==> src/rtl/cv32e40p_apu_disp_multi_if.sv <==
// APU interconnect handshake between the EX-stage dispatcher and the APU.
interface cv32e40p_apu_disp_multi_if;
  logic apu_req_o;
  logic apu_gnt_i;
  logic apu_rvalid_i;

  // Dispatcher side: raises requests, observes grant and response valid.
  modport master (
    output apu_req_o,
    input  apu_gnt_i,
    input  apu_rvalid_i
  );

  // APU side: observes requests, returns grant and response valid.
  modport slave (
    input  apu_req_o,
    output apu_gnt_i,
    output apu_rvalid_i
  );
endinterface

==> src/rtl/cv32e40p_apu_disp_multi.sv <==
// Multi-outstanding APU dispatcher: in-order scoreboard of in-flight
// destinations, RAW/WAW hazard flags to ID, and result tagging for EX.
module cv32e40p_apu_disp_multi #(
  parameter int unsigned DEPTH  = 4,
  parameter int unsigned ADDR_W = 6,
  parameter int unsigned NREAD  = 3,
  parameter int unsigned NWRITE = 2
) (
  input  logic                     clk,
  input  logic                     rst_n,

  input  logic                     enable_i,
  input  logic [1:0]               apu_lat_i,
  input  logic [ADDR_W-1:0]        apu_waddr_i,

  input  logic                     is_decoding_i,
  input  logic [NREAD*ADDR_W-1:0]  read_regs_i,
  input  logic [NREAD-1:0]         read_regs_valid_i,
  input  logic [NWRITE*ADDR_W-1:0] write_regs_i,
  input  logic [NWRITE-1:0]        write_regs_valid_i,
  output logic                     read_dep_o,
  output logic                     write_dep_o,

  cv32e40p_apu_disp_multi_if.master apu,

  output logic                     apu_valid_o,
  output logic [ADDR_W-1:0]        apu_waddr_o,
  output logic                     apu_singlecycle_o,
  output logic                     apu_multicycle_o,

  output logic                     stall_o,
  output logic                     active_o,
  output logic [$clog2(DEPTH+1)-1:0] occupancy_o,
  output logic                     perf_cont_o,
  output logic                     perf_type_o,
  output logic                     err_o
);

  localparam int unsigned PTR_W = (DEPTH > 1) ? $clog2(DEPTH) : 1;
  localparam int unsigned CNT_W = $clog2(DEPTH+1);

  typedef struct packed {
    logic [ADDR_W-1:0] waddr;
    logic [1:0]        lat;
  } entry_t;

  entry_t             fifo_q [DEPTH];
  logic [PTR_W-1:0]   rd_ptr_q;
  logic [PTR_W-1:0]   wr_ptr_q;
  logic [CNT_W-1:0]   count_q;
  logic               err_q;

  logic               full;
  logic               empty;
  logic               self_dep;
  logic               req;
  logic               push;
  logic               pop;
  logic [DEPTH-1:0]   entry_valid;
  logic               read_hit;
  logic               write_hit;

  assign full  = (count_q == CNT_W'(DEPTH));
  assign empty = (count_q == '0);

  // Mark which slots hold in-flight requests (window of count_q from the head).
  always_comb begin
    entry_valid = '0;
    for (int i = 0; i < DEPTH; i++) begin
      entry_valid[i] = (CNT_W'(PTR_W'(PTR_W'(i) - rd_ptr_q)) < count_q);
    end
  end

  // Match EX destination and ID sources/destinations against in-flight entries.
  always_comb begin
    self_dep  = 1'b0;
    read_hit  = 1'b0;
    write_hit = 1'b0;
    for (int e = 0; e < DEPTH; e++) begin
      if (entry_valid[e]) begin
        if (fifo_q[e].waddr == apu_waddr_i) self_dep = 1'b1;
        for (int r = 0; r < NREAD; r++) begin
          if (read_regs_valid_i[r] &&
              (read_regs_i[r*ADDR_W +: ADDR_W] == fifo_q[e].waddr)) begin
            read_hit = 1'b1;
          end
        end
        for (int w = 0; w < NWRITE; w++) begin
          if (write_regs_valid_i[w] &&
              (write_regs_i[w*ADDR_W +: ADDR_W] == fifo_q[e].waddr)) begin
            write_hit = 1'b1;
          end
        end
      end
    end
  end

  // Same-register requests wait so results retire in issue order.
  assign req  = enable_i & ~full & ~self_dep;
  assign push = req & apu.apu_gnt_i;
  assign pop  = apu.apu_rvalid_i & ~empty;

  assign apu.apu_req_o = req;
  assign read_dep_o    = is_decoding_i & read_hit;
  assign write_dep_o   = is_decoding_i & write_hit;
  assign stall_o       = enable_i & ~push;
  assign perf_cont_o   = req & ~apu.apu_gnt_i;
  assign perf_type_o   = enable_i & full;
  assign active_o      = ~empty;
  assign occupancy_o   = count_q;
  assign err_o         = err_q;

  // Present the FIFO head as the returning result tag during a pop.
  always_comb begin
    apu_valid_o       = 1'b0;
    apu_waddr_o       = '0;
    apu_singlecycle_o = 1'b0;
    apu_multicycle_o  = 1'b0;
    if (pop) begin
      apu_valid_o       = 1'b1;
      apu_waddr_o       = fifo_q[rd_ptr_q].waddr;
      apu_singlecycle_o = (fifo_q[rd_ptr_q].lat == 2'd0);
      apu_multicycle_o  = fifo_q[rd_ptr_q].lat[1];
    end
  end

  // Scoreboard storage, pointers, occupancy and sticky error flag.
  always_ff @(posedge clk or negedge rst_n) begin
    if (!rst_n) begin
      for (int i = 0; i < DEPTH; i++) begin
        fifo_q[i] <= '0;
      end
      rd_ptr_q <= '0;
      wr_ptr_q <= '0;
      count_q  <= '0;
      err_q    <= 1'b0;
    end else begin
      if (push) begin
        fifo_q[wr_ptr_q] <= '{waddr: apu_waddr_i, lat: apu_lat_i};
        wr_ptr_q         <= wr_ptr_q + PTR_W'(1);
      end
      if (pop) begin
        rd_ptr_q <= rd_ptr_q + PTR_W'(1);
      end
      count_q <= count_q + CNT_W'(push) - CNT_W'(pop);
      if (apu.apu_rvalid_i && empty) begin
        err_q <= 1'b1;
      end
    end
  end

endmodule

==> src/flat_wrapper.sv <==
// flat-port wrapper written by rule: the top's interface ports become plain ports
module cv32e40p_apu_disp_multi_flat 
#(
  parameter int unsigned DEPTH  = 4,
  parameter int unsigned ADDR_W = 6,
  parameter int unsigned NREAD  = 3,
  parameter int unsigned NWRITE = 2
)
  (clk, rst_n, enable_i, apu_lat_i, apu_waddr_i, is_decoding_i, read_regs_i, read_regs_valid_i, write_regs_i, write_regs_valid_i, read_dep_o, write_dep_o, apu_valid_o, apu_waddr_o, apu_singlecycle_o, apu_multicycle_o, stall_o, active_o, occupancy_o, perf_cont_o, perf_type_o, err_o, apu_apu_req_o, apu_apu_gnt_i, apu_apu_rvalid_i);
  cv32e40p_apu_disp_multi_if apu_i ();
  input  logic clk;
  input  logic rst_n;
  input  logic enable_i;
  input  logic [1:0] apu_lat_i;
  input  logic [ADDR_W-1:0] apu_waddr_i;
  input  logic is_decoding_i;
  input  logic [NREAD*ADDR_W-1:0] read_regs_i;
  input  logic [NREAD-1:0] read_regs_valid_i;
  input  logic [NWRITE*ADDR_W-1:0] write_regs_i;
  input  logic [NWRITE-1:0] write_regs_valid_i;
  output logic read_dep_o;
  output logic write_dep_o;
  output logic apu_valid_o;
  output logic [ADDR_W-1:0] apu_waddr_o;
  output logic apu_singlecycle_o;
  output logic apu_multicycle_o;
  output logic stall_o;
  output logic active_o;
  output logic [$clog2(DEPTH+1)-1:0] occupancy_o;
  output logic perf_cont_o;
  output logic perf_type_o;
  output logic err_o;
  output wire logic [$bits(apu_i.apu_req_o)-1:0] apu_apu_req_o;
  input wire logic [$bits(apu_i.apu_gnt_i)-1:0] apu_apu_gnt_i;
  input wire logic [$bits(apu_i.apu_rvalid_i)-1:0] apu_apu_rvalid_i;
  assign apu_apu_req_o = apu_i.apu_req_o;
  assign apu_i.apu_gnt_i = apu_apu_gnt_i;
  assign apu_i.apu_rvalid_i = apu_apu_rvalid_i;
  cv32e40p_apu_disp_multi #(.DEPTH(DEPTH), .ADDR_W(ADDR_W), .NREAD(NREAD), .NWRITE(NWRITE)) u_core (.clk(clk), .rst_n(rst_n), .enable_i(enable_i), .apu_lat_i(apu_lat_i), .apu_waddr_i(apu_waddr_i), .is_decoding_i(is_decoding_i), .read_regs_i(read_regs_i), .read_regs_valid_i(read_regs_valid_i), .write_regs_i(write_regs_i), .write_regs_valid_i(write_regs_valid_i), .read_dep_o(read_dep_o), .write_dep_o(write_dep_o), .apu(apu_i), .apu_valid_o(apu_valid_o), .apu_waddr_o(apu_waddr_o), .apu_singlecycle_o(apu_singlecycle_o), .apu_multicycle_o(apu_multicycle_o), .stall_o(stall_o), .active_o(active_o), .occupancy_o(occupancy_o), .perf_cont_o(perf_cont_o), .perf_type_o(perf_type_o), .err_o(err_o));
endmodule
==> config.mk <==
export PLATFORM = sky130hd
export DESIGN_NAME = cv32e40p_apu_disp_multi_flat
export DESIGN_NICKNAME = d
export VERILOG_FILES = /design/src/rtl/cv32e40p_apu_disp_multi_if.sv /design/src/rtl/cv32e40p_apu_disp_multi.sv /design/src/flat_wrapper.sv
export SDC_FILE = /design/constraint.sdc
export NUM_CORES = 1
export LEC_CHECK = 0
export ABC_AREA = 1
export BUFFER_PORTS_ARGS = -buffer_cell sky130_fd_sc_hd__buf_2
export CAP_MARGIN = 20
export CORE_ASPECT_RATIO = 0.7
export CORE_UTILIZATION = 45
export CTS_CLUSTER_SIZE = 20
export DETAILED_ROUTE_END_ITERATION = 8
export PLACE_DENSITY = 0.65
export SLEW_MARGIN = 10
export SYNTH_ARGS = -nofsm -noshare
export SYNTH_HDL_FRONTEND = slang
export SYNTH_SLANG_ARGS = --single-unit
==> constraint.sdc <==
create_clock -name clk -period 5.75 [get_ports clk]
set_clock_uncertainty 0.15 [all_clocks]
set_input_delay 0.2875 -clock clk [delete_from_list [all_inputs] [get_ports clk]]
set_output_delay 0.2875 -clock clk [all_outputs]
set_load 0.01 [all_outputs]
Yosys cells after proc, flatten, opt, wreduce, memory -nomap -nowiden. Index checks and enable logic that the tools add are counted.

Word-level logic and storage cells: 138. Bits in latches: 0. Bits of input ports: 49. Memories kept: 0. Bits in writable memories: 0. ROM bits: 0. Register bits after elaboration: 40.

Reduce and logical (&&, ||, !) cells: 24. Multiplexer cells: 46. Bitwise operators: 16. Equal/unequal tests: 25. Magnitude comparators: 7. Add/sub/neg operators: 8. Shifts and indexed selects: 0. Multiply operators: 0. Div/mod/pow operators: 0.

Operators by type and width (number): $eq 6x6->1 (24); $mux 1 (39); $bwmux 32 (1); $mux 8 (3); $logic_and 1x1->1 (22); $bmux 8 s2 (1); $demux 8 s2 (1); $lt 2x3->1 (4); $and 1x1->1 (9); $ge 3x3->1 const B (2); $mux 6 (1); $not 2->3 (2); $not 1->1 (5); $add 2x1->2 const B (2); $sub 1x2->2 const A (2); $sub 2x2->2 const A (2); $add 3x1->3 (1); $eq 3x3->1 const B (1); $logic_not 3->1 (1); $lt 3x1->1 const B (1); $sub 3x1->3 (1); $logic_not 2->1 (1).

Depth between registers and ports, before layout.
Word-level depth: 19. Mapped depth: 15. Gate-level depth less buffers: 15.

Least setup slack after synthesis. OpenSTA, ideal clock, no wires.

Path type: reg-to-reg. Start point: reg u_core.rd_ptr_q[0]. End point: reg u_core.count_q[2] (netlist: u_core.occupancy_o[2]). Library setup time: 0.122 ns. Cell stages (with the launch flop): 14. Data required time: 5.478 ns. Period minus slack after synthesis: 2.780 ns. Path buffers: 0. Setup slack: 2.970 ns. Data arrival time: 2.508 ns. Cell sequence: dfrtp_1 -> nor2_1 -> nor2_1 -> inv_1 -> ha_1 -> nand3_1 -> o21ai_1 -> o21ai_2 -> nor2_8 -> nand2_2 -> inv_2 -> ha_1 -> fa_1 -> xnor2_1.

Longest elaborated chain between the ends: 14. Elaborated cells on any way between the ends: 20.

RTL lines: from (decl) (RTL line cv32e40p_apu_disp_multi.sv:48) `logic [PTR_W-1:0] rd_ptr_q;`; from (signal assigned) (RTL line cv32e40p_apu_disp_multi.sv:143) `rd_ptr_q <= rd_ptr_q + PTR_W'(1);`; $sub 1x2->2 (RTL line cv32e40p_apu_disp_multi.sv:70) `entry_valid[i] = (CNT_W'(PTR_W'(PTR_W'(i) - rd_ptr_q)) < count_q);`; $lt 2x3->1 (RTL line cv32e40p_apu_disp_multi.sv:70); $mux 1 (RTL line cv32e40p_apu_disp_multi.sv:80) `if (entry_valid[e]) begin`; $mux 1 (RTL line cv32e40p_apu_disp_multi.sv:81) `if (fifo_q[e].waddr == apu_waddr_i) self_dep = 1'b1;`; $mux 1 (RTL line cv32e40p_apu_disp_multi.sv:80); $mux 1 (RTL line cv32e40p_apu_disp_multi.sv:81); $mux 1 (RTL line cv32e40p_apu_disp_multi.sv:80); $mux 1 (RTL line cv32e40p_apu_disp_multi.sv:81); $mux 1 (*) (RTL line cv32e40p_apu_disp_multi.sv:80); $not 1->1 (*) (RTL line cv32e40p_apu_disp_multi.sv:99) `assign req = enable_i & ~full & ~self_dep;`; $and 1x1->1 (*) (RTL line cv32e40p_apu_disp_multi.sv:99); $and 1x1->1 (*) (RTL line cv32e40p_apu_disp_multi.sv:100) `assign push = req & apu.apu_gnt_i;`; via u_core.push (RTL line cv32e40p_apu_disp_multi.sv:57) `logic push;`; $add 3x1->3 (*) (RTL line cv32e40p_apu_disp_multi.sv:145) `count_q <= count_q + CNT_W'(push) - CNT_W'(pop);`; $sub 3x1->3 (*) (RTL line cv32e40p_apu_disp_multi.sv:145); to (signal assigned) (RTL line cv32e40p_apu_disp_multi.sv:145); to (decl) (RTL line cv32e40p_apu_disp_multi.sv:50) `logic [CNT_W-1:0] count_q;`.

The timed path passes the listed nets; every way through them passes the cells marked *. A chain may end at the register's enable or synchronous reset.

Final worst setup path.
Start point: reg u_core.rd_ptr_q[0]. End point: out stall_o.

Longest elaborated chain between the ends: 14. Elaborated cells on any way between the ends: 20.

RTL lines: $sub 1x2->2 (RTL line cv32e40p_apu_disp_multi.sv:70); $lt 2x3->1 (RTL line cv32e40p_apu_disp_multi.sv:70); $mux 1 (RTL line cv32e40p_apu_disp_multi.sv:80); $mux 1 (RTL line cv32e40p_apu_disp_multi.sv:81); $mux 1 (RTL line cv32e40p_apu_disp_multi.sv:80); $mux 1 (RTL line cv32e40p_apu_disp_multi.sv:81); $mux 1 (RTL line cv32e40p_apu_disp_multi.sv:80); $mux 1 (RTL line cv32e40p_apu_disp_multi.sv:81); $mux 1 (*) (RTL line cv32e40p_apu_disp_multi.sv:80); $not 1->1 (*) (RTL line cv32e40p_apu_disp_multi.sv:99); $and 1x1->1 (*) (RTL line cv32e40p_apu_disp_multi.sv:99); $and 1x1->1 (*) (RTL line cv32e40p_apu_disp_multi.sv:100); $not 1->1 (*) (RTL line cv32e40p_apu_disp_multi.sv:106) `assign stall_o = enable_i & ~push;`; $and 1x1->1 (*) (RTL line cv32e40p_apu_disp_multi.sv:106); to (decl) (RTL line flat_wrapper.sv:27) `output logic stall_o;`.

Every way passes the cells marked *; elsewhere a longest branch is shown, timed or not.

==> impl_metrics.ini <==
[pwr]
switchingPower_mw = 1.51
power.internal_mw = 1.12
power_mw = 2.63
power_frac_comb_pct = 55.4
seqPwrFrac_pct = 32.1
ir_worst_vdd_mv = 0.256
p_clk_share_pct = 12.5
power.density_mw_per_mm2 = 527
p_leak_nw = 2.74
p_sw_share_pct = 57.3

[final_layout]
finish.utilization_pct = 51.1
antenna_cells = 0
nFillCells = 1038
drive_above_1_share_pct = 13.0
final_nets = 846
synthToLayoutAreaGrowth_pct = 9.41

[clock_network]
root_buffer = clkbuf_16
cts_tree = done
cts_sinks = 40
cts.htree.levels = 2
cts-hold-fix-buffers = 0
path_clk_slew_ns = 0.06
clockBufferDepth = 2
cts_buffers = 5
cts_resized = 0
postCtsSetupBuffers = 0
clkLatencyLatePin_ns = 0.29

[sta]
setup_ws_ns = 2.46
period_minus_slack_ns = 3.29
tightest_slew_ns = 0.912
setup_viol = 0
period_share_pct = 57.3
finalHoldViolCount = 36
final_max_slew_viol_count = 0
finalSetupTns_ns = 0
hold_ws_ns = -0.0253
relSlewSlack_pct = 39.2
max_freq_mhz = 304
rsz0062_at_grt = false

[setup_path]
r2r_cells = 13
rrSetupSlack_ns = 2.48
worstPathRequired_ns = 5.31
end_kind = primary output
cp-start-kind = flip-flop
crit_fanout = 35
r2r-start = u_core.rd_ptr_q[0]
rr_endpoint = u_core.occupancy_o[1]
startpoint = u_core.rd_ptr_q[0]
worstSetupPathType = flip-flop to primary output
critical_path_arrival_ns = 2.86

[synth]
yosys.area.top_type_share_pct = 24.4
yosysSeqAreaShare_pct = 21.9
ys_ff_latch = 40
syn-num-nets = 814
synth.distinct_cells = 38
yosys_warnings = 0
ys_top_cells_by_area = nand2_1, dfrtp_1, inv_1
yosys.area.top_type = nand2_1
yosys.cell_count.top_type = nand2_1
yosys-top-cells-count = nand2_1, inv_1, nor2_1, nand4_1, dfrtp_1
synth_ff_type = dfrtp_1
synthArstFlopShare_pct = 100
synth_edf_count = 0
syn_inst = 754
avgSynthCellArea_um2 = 6.05
netlist_area_mm2 = 0.00456

[grt]
grt-ovfl-total = 0
grt_pass1_wl_mm = 27.9
grt_antenna_before_repair = 0
grt_max_degree = 41
grt_util_all_layers_pct = 35.5
grt_pass1_vias = 4909

[floorplanning]
dieHeight_um = 86.2
core_mm2 = 0.00976
std_cell_rows = 30
die_w_um = 122
boundaryPins = 69
initial_core_util_pct = 46.7
dieArea_mm2 = 0.0105

[hold_path]
hold_path.class = input pin to async pin

[run_status]
outcome = finished with violations
violations = hold timing

[drt]
drt_iter0_markers = 703
wl_mm = 18.1
wl_per_cell_um = 19.7
drc = 0
vias_per_cell = 5.92
antenna_left = 0
first_pass_iters = 8
vias = 5420

[place]
portBuffers = 68
hpwl_mm = 13.4
gp_congestion = 1.00
place_ws_ns = 2.50

[flow_run]
drv_cap = 0
-- area by class of cell --
type	count	area [µm²]	share of cell area, %
clock buffer	5	125	2.51
tap	128	160	3.21
multi-input combinational	576	2960	59.3
timing repair buffer	68	340	6.82
sequential	40	1000	20.1
clock inverter	3	47.5	0.953
inverter	95	357	7.15
-- state kept, by name (all words and copies together), names as in the netlist --
name and cells:
u_core.rd_ptr_q 2, u_core.occupancy_o 3, u_core.fifo_q 32, u_core.wr_ptr_q 2, u_core.err_o 1
-- metrics by stage --
stage               instances  area [µm²]
detailed placement        907        4820
CTS                       915        4990
floorplan                 754        4560
global placement          907        4820
finish                    915        4990
global route              915        4990
-- power by group through the flow --
stage | combinational [mW] | sequential [mW] | clock [mW]
global route | 1.61 | 0.834 | 0.344
CTS | 1.42 | 0.807 | 0.330
detailed placement | 1.41 | 0.812 | 0
global placement | 1.38 | 0.812 | 0
finish | 1.46 | 0.844 | 0.329
floorplan | 1.23 | 0.481 | 0
-- worst max path at each step --
stage                             to  slack [ns]  depth (start not counted)
2_1_floorplan  u_core.occupancy_o[2]        2.97                         13
3_3_place_gp   u_core.occupancy_o[1]        2.65                         13
3_5_place_dp   u_core.occupancy_o[1]        2.50                         13
4_1_cts                      stall_o        2.47                         12
5_1_grt                      stall_o        2.20                         12
6_report                     stall_o        2.46                         13
-- cell families (layout without fill, tap and decap cells) --
group           count (synthesis)  in the layout  share of synthesized area, %
fa+ha+maj                      11             11                          3.18
compound gates                 75             75                          10.2
flops                          40             40                          21.9
xor+xnor                       40             40                          7.68
simple gates                  450            450                          43.8
buf+inv                       138            171                          13.2
-- critical path, stage by stage (launching register included) --
cell and delay (ns):
dfrtp_1 0.43, nor2_1 0.45, nor2_1 0.13, ha_1 0.30
nand2_1 0.05, nand2_1 0.05, nand2_1 0.10, nand4_2 0.15
nand3_4 0.11, nor2_8 0.38, nand2_2 0.14, nand2_1 0.10
inv_1 0.04, buf_2 0.12
-- per-layer routing --
layer	GRT usage [%]	share of wire, %
met5	0	0
met4	10.6	2.4
met1	51.3	42
met3	12.8	17
met2	48.7	39
-- cell usage in the layout, fill, tap and decap left out, drive strengths merged --
master,count
a211oi,1
a21o,1
a21oi,15
a221oi,6
a22o,1
a22oi,1
buf,68
bufinv,1
clkbuf,5
clkinv,2
dfrtp,40
fa,1
ha,10
inv,95
nand2,299
nand3,18
nand3b,1
nand4,52
nor2,65
nor3,14
o2111ai,3
o211ai,7
o21ai,21
o21bai,1
o22ai,18
or2,1
xnor2,16
xor2,24
Power figures use the tool's default switching activity.
